<file path="src/rtl/control_funcion_conf.sv">
// control_funcion_conf: button-driven configuration-mode FSM producing the one-hot funcion_conf code and field pointer.
// Optional inactivity timeout enabled by defining CONF_TIMEOUT_EN.
`default_nettype none

module control_funcion_conf #(
  parameter logic [31:0] TIMEOUT_CICLOS = 32'd500_000_000,
  parameter int          CNT_W          = 29
) (
  input  logic       clk,
  input  logic       reset,
  input  logic       btn_hora,
  input  logic       btn_fecha,
  input  logic       btn_timer,
  input  logic       btn_campo,
  input  logic       btn_salir,
  output logic [2:0] funcion_conf,
  output logic [1:0] campo,
  output logic       conf_activa
);

  typedef enum logic [2:0] {
    REPOSO     = 3'b000,
    CONF_HORA  = 3'b001,
    CONF_FECHA = 3'b010,
    CONF_TIMER = 3'b100
  } estado_t;

  if ((64'd1 << CNT_W) <= {32'd0, TIMEOUT_CICLOS}) begin : g_cnt_w_check
    $error("CNT_W too small for TIMEOUT_CICLOS");
  end

  estado_t    estado, estado_nxt;
  logic [1:0] campo_nxt;
  logic [4:0] btn, prev, press;
  logic       any_press;

  // Bit order: salir, hora, fecha, timer, campo (highest priority first)
  assign btn       = {btn_salir, btn_hora, btn_fecha, btn_timer, btn_campo};
  assign press     = btn & ~prev;
  assign any_press = |press;

`ifdef CONF_TIMEOUT_EN
  localparam logic [CNT_W-1:0] CNT_FIN = CNT_W'(TIMEOUT_CICLOS - 32'd1);
  logic [CNT_W-1:0] cnt;
  logic             timeout;
  assign timeout = (estado != REPOSO) && (cnt == CNT_FIN);
`endif

  always_comb begin
    estado_nxt = estado;
    campo_nxt  = campo;
    if (press[4]) begin
      estado_nxt = REPOSO;
      campo_nxt  = 2'd0;
    end else if (press[3]) begin
      estado_nxt = (estado == CONF_HORA) ? REPOSO : CONF_HORA;
      campo_nxt  = 2'd0;
    end else if (press[2]) begin
      estado_nxt = (estado == CONF_FECHA) ? REPOSO : CONF_FECHA;
      campo_nxt  = 2'd0;
    end else if (press[1]) begin
      estado_nxt = (estado == CONF_TIMER) ? REPOSO : CONF_TIMER;
      campo_nxt  = 2'd0;
    end else if (press[0]) begin
      case (estado)
        CONF_HORA, CONF_TIMER: campo_nxt = (campo == 2'd2) ? 2'd0 : campo + 2'd1;
        CONF_FECHA:            campo_nxt = campo + 2'd1;
        default:               campo_nxt = 2'd0;
      endcase
    end
`ifdef CONF_TIMEOUT_EN
    else if (timeout) begin
      estado_nxt = REPOSO;
      campo_nxt  = 2'd0;
    end
`endif
  end

  always_ff @(posedge clk) begin
    if (reset) begin
      estado      <= REPOSO;
      campo       <= 2'd0;
      conf_activa <= 1'b0;
      // Capture live levels so a button held through reset release is not a press
      prev        <= btn;
`ifdef CONF_TIMEOUT_EN
      cnt         <= '0;
`endif
    end else begin
      estado      <= estado_nxt;
      campo       <= campo_nxt;
      conf_activa <= (estado_nxt != REPOSO);
      prev        <= btn;
`ifdef CONF_TIMEOUT_EN
      if (any_press || timeout || estado == REPOSO)
        cnt <= '0;
      else
        cnt <= cnt + 1'b1;
`endif
    end
  end

  assign funcion_conf = estado;

`ifndef CONF_TIMEOUT_EN
  logic unused_ok;
  assign unused_ok = any_press;
`endif

endmodule

`default_nettype wire

</file>
<file path="config.mk">
export PLATFORM = sky130hd
export DESIGN_NAME = control_funcion_conf
export DESIGN_NICKNAME = d
export VERILOG_FILES = /design/src/rtl/control_funcion_conf.sv
export SDC_FILE = /design/constraint.sdc
export NUM_CORES = 1
export LEC_CHECK = 0
export CAP_MARGIN = 40
export CORE_AREA = 2 2 39 41
export DETAILED_ROUTE_END_ITERATION = 10
export DIE_AREA = 0 0 41 43
export GPL_TIMING_DRIVEN = 0
export PLACE_DENSITY_LB_ADDON = 0.15
export SLEW_MARGIN = 5
export SYNTH_ARGS = -nofsm -noshare
export SYNTH_HDL_FRONTEND = slang
export SYNTH_SLANG_ARGS = --single-unit
</file>
<file path="constraint.sdc">
create_clock -name clk -period 1.8 [get_ports clk]
set_clock_uncertainty 0.05 [all_clocks]
set_input_delay 0.18 -clock clk [delete_from_list [all_inputs] [get_ports clk]]
set_output_delay 0.18 -clock clk [all_outputs]
set_load 0.005 [all_outputs]
</file>
# Word level (Yosys, flattened, before mapping)
# Index checks and enable logic that the tools add are counted.
[classes]
add_sub_neg = 1
n_eq_ne = 4
n_mux = 9
n_bitwise = 2
reduce_logical = 3
[op_table]
columns = ["op", "n"]
rows = [
  ["$mux 3", 5],
  ["$and 5x5->5", 1],
  ["$not 5->5", 1],
  ["$reduce_or 5->1", 1],
  ["$mux 2", 2],
  ["$pmux 2 s2", 1],
  ["$eq 3x1->1 const B", 1],
  ["$eq 3x2->1 const B", 1],
  ["$eq 3x3->1 const B", 1],
  ["$reduce_bool 3->1", 1],
  ["$add 2x1->2 const B", 1],
  ["$eq 2x2->1 const B", 1],
  ["$reduce_or 2->1", 1],
  ["$mux 1", 1],
]
[word_totals]
regBits = 11
input_bits = 7
out_inout_bits = 6
elab_cells = 23

# Longest topological paths before layout
# Gate-level depths: netlist of the first run.
[depth]
word_depth = 7
ltp_mapped = 5
depth_no_buf = 5

# Worst setup path after synthesis of the first run
# No wires, ideal clock.
[synth_path]
path_type = "register -> register"
start = "register prev[4]"
end = "register conf_activa"
setup_time_ns = 0.079
arrival_ns = 1.256
required_ns = 1.671
path_slack_ns = 0.415
stages_incl_launch_ff = 5
path_buffers = 0
synth_period_minus_slack_ns = 1.385
path_cell_list = "dfxtp_1 inv_1 a211o_1 or4_4 o211ai_1"
[synth_between]
elab_chain_len = 4
[synth_lines]
columns = ["item", "line", "source"]
rows = [
  ["start: declaration", "34", "logic [4:0] btn, prev, press;"],
  ["start signal: assignment", "85", "prev <= btn;"],
  ["start signal: assignment", "93", "prev <= btn;"],
  ["$not 5->5", "39", "assign press = btn & ~prev;"],
  ["$and 5x5->5", "39", ""],
  ["$mux 3", "52", "if (press[4]) begin"],
  ["$reduce_bool 3->1", "92", "conf_activa <= (estado_nxt != REPOSO);"],
  ["end signal: assignment", "92", ""],
  ["end: declaration", "18", "output logic conf_activa"],
]
# No other way between the ends.
# A chain may end at the register's enable or synchronous reset.

# Worst setup path in the final report of the first run
[layout_path]
start = "input port btn_hora"
end = "register conf_activa"
[layout_between]
elab_chain_len = 4
[layout_lines]
columns = ["item", "line", "source"]
rows = [
  ["start: declaration", "11", "input logic btn_hora,"],
  ["$and 5x5->5", "39", ""],
  ["$mux 3", "55", "end else if (press[3]) begin"],
  ["$mux 3", "52", ""],
  ["$reduce_bool 3->1", "92", ""],
]
# No other way between the ends.

==> results of run 1 <==
-- sequential cells by signal, indices dropped and copies added (netlist names) --
register,flops
prev,5
funcion_conf,3
campo,2
conf_activa,1
-- synth_stat cells --
master,n,share of area
sky130_fd_sc_hd__and3_1,1,0.013
sky130_fd_sc_hd__nor4_1,1,0.013
sky130_fd_sc_hd__a21boi_0,1,0.016
sky130_fd_sc_hd__a22oi_1,1,0.016
sky130_fd_sc_hd__dfxtp_1,11,0.47
sky130_fd_sc_hd__o211ai_1,1,0.016
sky130_fd_sc_hd__nor2_1,4,0.032
sky130_fd_sc_hd__nor2b_4,1,0.029
sky130_fd_sc_hd__ha_1,2,0.053
sky130_fd_sc_hd__nand3_1,5,0.053
sky130_fd_sc_hd__o21ai_0,1,0.011
sky130_fd_sc_hd__inv_1,7,0.056
sky130_fd_sc_hd__or4_4,1,0.024
sky130_fd_sc_hd__nand2_1,4,0.032
sky130_fd_sc_hd__nor2b_1,4,0.053
sky130_fd_sc_hd__nor3_1,1,0.011
sky130_fd_sc_hd__o221a_2,2,0.048
sky130_fd_sc_hd__a21oi_1,3,0.032
sky130_fd_sc_hd__a211o_1,1,0.019
-- power breakdown --
part	internal (mW)	switching, mW
combinational	0.0373	0.0253
clock	0.0858	0.0821
sequential	0.256	0.00745
-- metal layers --
metal  vias to the layer above  wire, um
met2                         7       366
met3                         4        31
met4                         0        35
li1                        212         -
met1                       188       402
met5                         -         0
-- cell usage in the layout, fill, tap and decap left out --
cell                               n
sky130_fd_sc_hd__a211o_1           1
sky130_fd_sc_hd__a21boi_0          1
sky130_fd_sc_hd__a21oi_1           3
sky130_fd_sc_hd__a22oi_1           1
sky130_fd_sc_hd__and3_1            1
sky130_fd_sc_hd__clkbuf_1          1
sky130_fd_sc_hd__clkbuf_4          3
sky130_fd_sc_hd__clkdlybuf4s50_1  12
sky130_fd_sc_hd__dfxtp_1          11
sky130_fd_sc_hd__ha_1              2
sky130_fd_sc_hd__inv_1             7
sky130_fd_sc_hd__nand2_1           4
sky130_fd_sc_hd__nand3_1           5
sky130_fd_sc_hd__nor2_1            4
sky130_fd_sc_hd__nor2b_1           4
sky130_fd_sc_hd__nor2b_4           1
sky130_fd_sc_hd__nor3_1            1
sky130_fd_sc_hd__nor4_1            1
sky130_fd_sc_hd__o211ai_1          1
sky130_fd_sc_hd__o21ai_0           1
sky130_fd_sc_hd__o221a_2           2
sky130_fd_sc_hd__or4_4             1
-- how the worst max path moves through the flow --
stage / from / endpoint / slack, ps
floorplan: prev[4] / conf_activa / 420
CTS: btn_hora / conf_activa / 270
finish: btn_hora / conf_activa / 270
detailed placement: btn_hora / conf_activa / -20
global route: btn_hora / conf_activa / 220
global placement: btn_hora / conf_activa / -10
-- stage by stage --
step	worst slack (ps)	setup TNS, ps
4_1_cts	266.5	0
2_1_floorplan	415.4	0
5_1_grt	218.0	0
3_3_place_gp	-13.49	-13.49
6_report	274.8	0
3_5_place_dp	-18.14	-18.14
-- cells by family (layout without fill, tap and decap cells) --
kind of cell	Yosys count	after routing	synth area share
flip-flops	11	11	0.4706
buffers and inverters	7	23	0.05616
AO/OA/AOI/OAI	10	10	0.1578
adder cells (fa/ha/maj)	2	2	0.05347
AND/OR/NAND/NOR	22	22	0.2620
-- final cells by class --
type,instances,area [um2],area share
multi-input combinational,34,221.5,0.3491
inverter,7,26.28,0.04142
timing repair buffer,12,120.1,0.1893
sequential,11,220.2,0.3471
tap,16,20.02,0.03156
clock buffer,4,26.28,0.04142
-- worst register-to-register path, cell delays in order (launching register included) --
cell and delay [ps]:
sky130_fd_sc_hd__dfxtp_1 360, sky130_fd_sc_hd__nor2b_4 50, sky130_fd_sc_hd__a211o_1 290, sky130_fd_sc_hd__or4_4 560
sky130_fd_sc_hd__o211ai_1 100
==> impl_summary.md, run 1 <==
Outcome
The flow ran to the end, and the final reports show no timing, DRC or antenna violations.

Detailed routing
The mean number of vias per cell is approximately 5. For this block, the routed nets add up to between 800 and 900 um of wire. Before antenna repair, the detailed router went through 4 iterations. The number of remaining DRC errors is 0. The final routed wire length divided by cell count is 9.952 um. The final route contains about 410 vias. The detail route stage leaves a number of antenna-violating nets equal to 0. For this block, the initial DRC count from the detailed router was 13.

Final layout
0 antenna diodes ended up in the layout. From synthesis to final layout, the design area changed by 35.56%. The final net count is between 70 and 80. The proportion of layout cells with a drive suffix above 1 is 0.1029. Once layout is complete, the cells apart from fillers number 84. Measured on the finished design, the core utilization comes to 0.4584. Summing all non-filler instances in the final layout gives an area of about 630 um2. Counting the fill cells in the layout gives 140.

Worst setup path
For flop-to-flop paths, the worst setup slack is around 320 ps. The number of cell instances on the worst register-to-register path is 4. The arrival time at the worst endpoint is around 1700 ps. The largest incremental delay on the critical path is about 550 ps. Data on the critical path is required at its endpoint by around 1900 ps. The origin of the critical flop-to-flop path is prev[3]. The number of buffers and inverters on the critical path is 1.

The critical path depth is 5. The family of cells with the greatest summed delay on the critical path is simple AND/OR/NAND/NOR gates. In this run the critical register-to-register path is captured at conf_activa. The signal on the critical path passes through clkdlybuf4s50_1, nor2b_4, a211o_1, or4_4, o211ai_1. The worst setup path is captured at a flip-flop. The largest fanout on the critical path is 4. The worst-path cell with the longest stage delay is sky130_fd_sc_hd__or4_4. The path type of the worst setup path is in -> reg. The sort of element at the start of the critical path is an input port.

Min path
Counting instances, the worst hold path has a depth of 1. The type of the tightest min-delay check is in -> reg. The startpoint identified for the worst hold timing path is btn_fecha. For hold timing, the worst endpoint is prev[2].

STA
Subtracting the final worst setup slack from the clock period gives 1525 ps. Across all hold checks on the routed design, the worst slack comes to ~320 ps. At the pin with the least slew margin, the transition time is ~340 ps.

Setup repair after global routing left no endpoint under its margin. The final max-slew violation count was 0. The normalized max-slew margin is 0.7741. The maximum clock frequency is around 660 MHz. Setup violations remaining at the end of the flow were counted as 0. Of the available clock period, the critical path in the final layout requires 0.8473. The number of failing hold endpoints at the final stage came to 0.

Global route
The via count of the first global-routing pass is approximately 360. Entering global routing, the biggest net connects 9 pins. The global-route usage over all layers is 0.1269. The first global-routing pass estimated about 1400 um of wire. In this run the most used layer during global routing was met1. In the global route stage, met2 resource usage came out at 0.1563.

The total overflow left after global routing is 0. The met3 track utilization from global routing is 0.03141. In the global route stage, met1 resource usage came out at 0.1591.

The initial antenna violation count came to 0.

Logic synthesis
Counting every instance in the synthesized netlist gives 52. The synthesis warning total is 0. For this run, the register share of the synthesized area comes to 0.4706. The net count after synthesis is around 60.

The number of distinct library cell variants in the gate-level netlist after synthesis is 19. The number of synthesized register bits is 11. In this run the mean area of a mapped cell was 8.999 um2.

After synthesis the cells add up to around 470 um2.

Place
After legalization and detailed placement, the total HPWL measured ~660 um. In this run, placement finished with an instance count of 80. The instance area at placement is between 600 and 700 um2. Port buffering added 12 buffers. The routability congestion estimate is about 0.80.

Clock tree
CTS saw 11 sinks. The clock slew at the register clock pins of the worst setup and hold paths is around 70 ps. TritonCTS created 3 clock buffers. CTS built an H-tree with a depth of 1. Once the clock tree was built, the resizer swapped 0 gates to a different size. The largest buffer count on any clock path is 2. The clock latency on the worst-skew pair is ~270 ps. The number of buffers added to fix hold violations after cts is 0.

The TritonCTS clock tree is done. Once the clock tree was built, the setup fixing pass inserted 0 buffers. The CTS root buffer is sky130_fd_sc_hd__clkbuf_4.

Power and ir drop
For this design the static power due to leakage is around 0.26 nW. The total power per unit cell area is 778.0 nW/um2. The total power is between 400 and 500 uW.

Across the VDD grid, the largest voltage drop is 0.4768 mV.

Floorplanning
The initialized floorplan defines 14 standard-cell rows. The height of the chip is approximately 43 um. The starting density of the core is 0.3382.

The overall die area is ~1800 um2. In this run the standard cell core region covers about 1400 um2. Pin placement for this block handled 13 I/O pins. From left edge to right edge, the die measures 41 um.

Run
The number of violations of the max-capacitance limit is 0.
Power figures use the tool's default switching activity.
==> inputs of run 2 (changes only) <==
==> constraint.sdc (replaced) <==
create_clock -name clk -period 1.6 [get_ports clk]
set_clock_uncertainty 0.05 [all_clocks]
set_input_delay 0.16 -clock clk [delete_from_list [all_inputs] [get_ports clk]]
set_output_delay 0.16 -clock clk [all_outputs]
set_load 0.005 [all_outputs]
==> results of run 2 <==
Same layout as run 1 (identical final DEF). Status: finished, final reports clean.
Among the figures that moved: setup slack after placement -18.14 ps -> -198.1 ps; setup slack after layout 274.8 ps -> 94.83 ps; hold slack 324.9 ps -> 304.9 ps; register-to-register setup slack 320 ps -> 120 ps; total power 0.4935 mW -> 0.5552 mW; worst IR drop on VDD 0.4768 mV -> 0.5364 mV
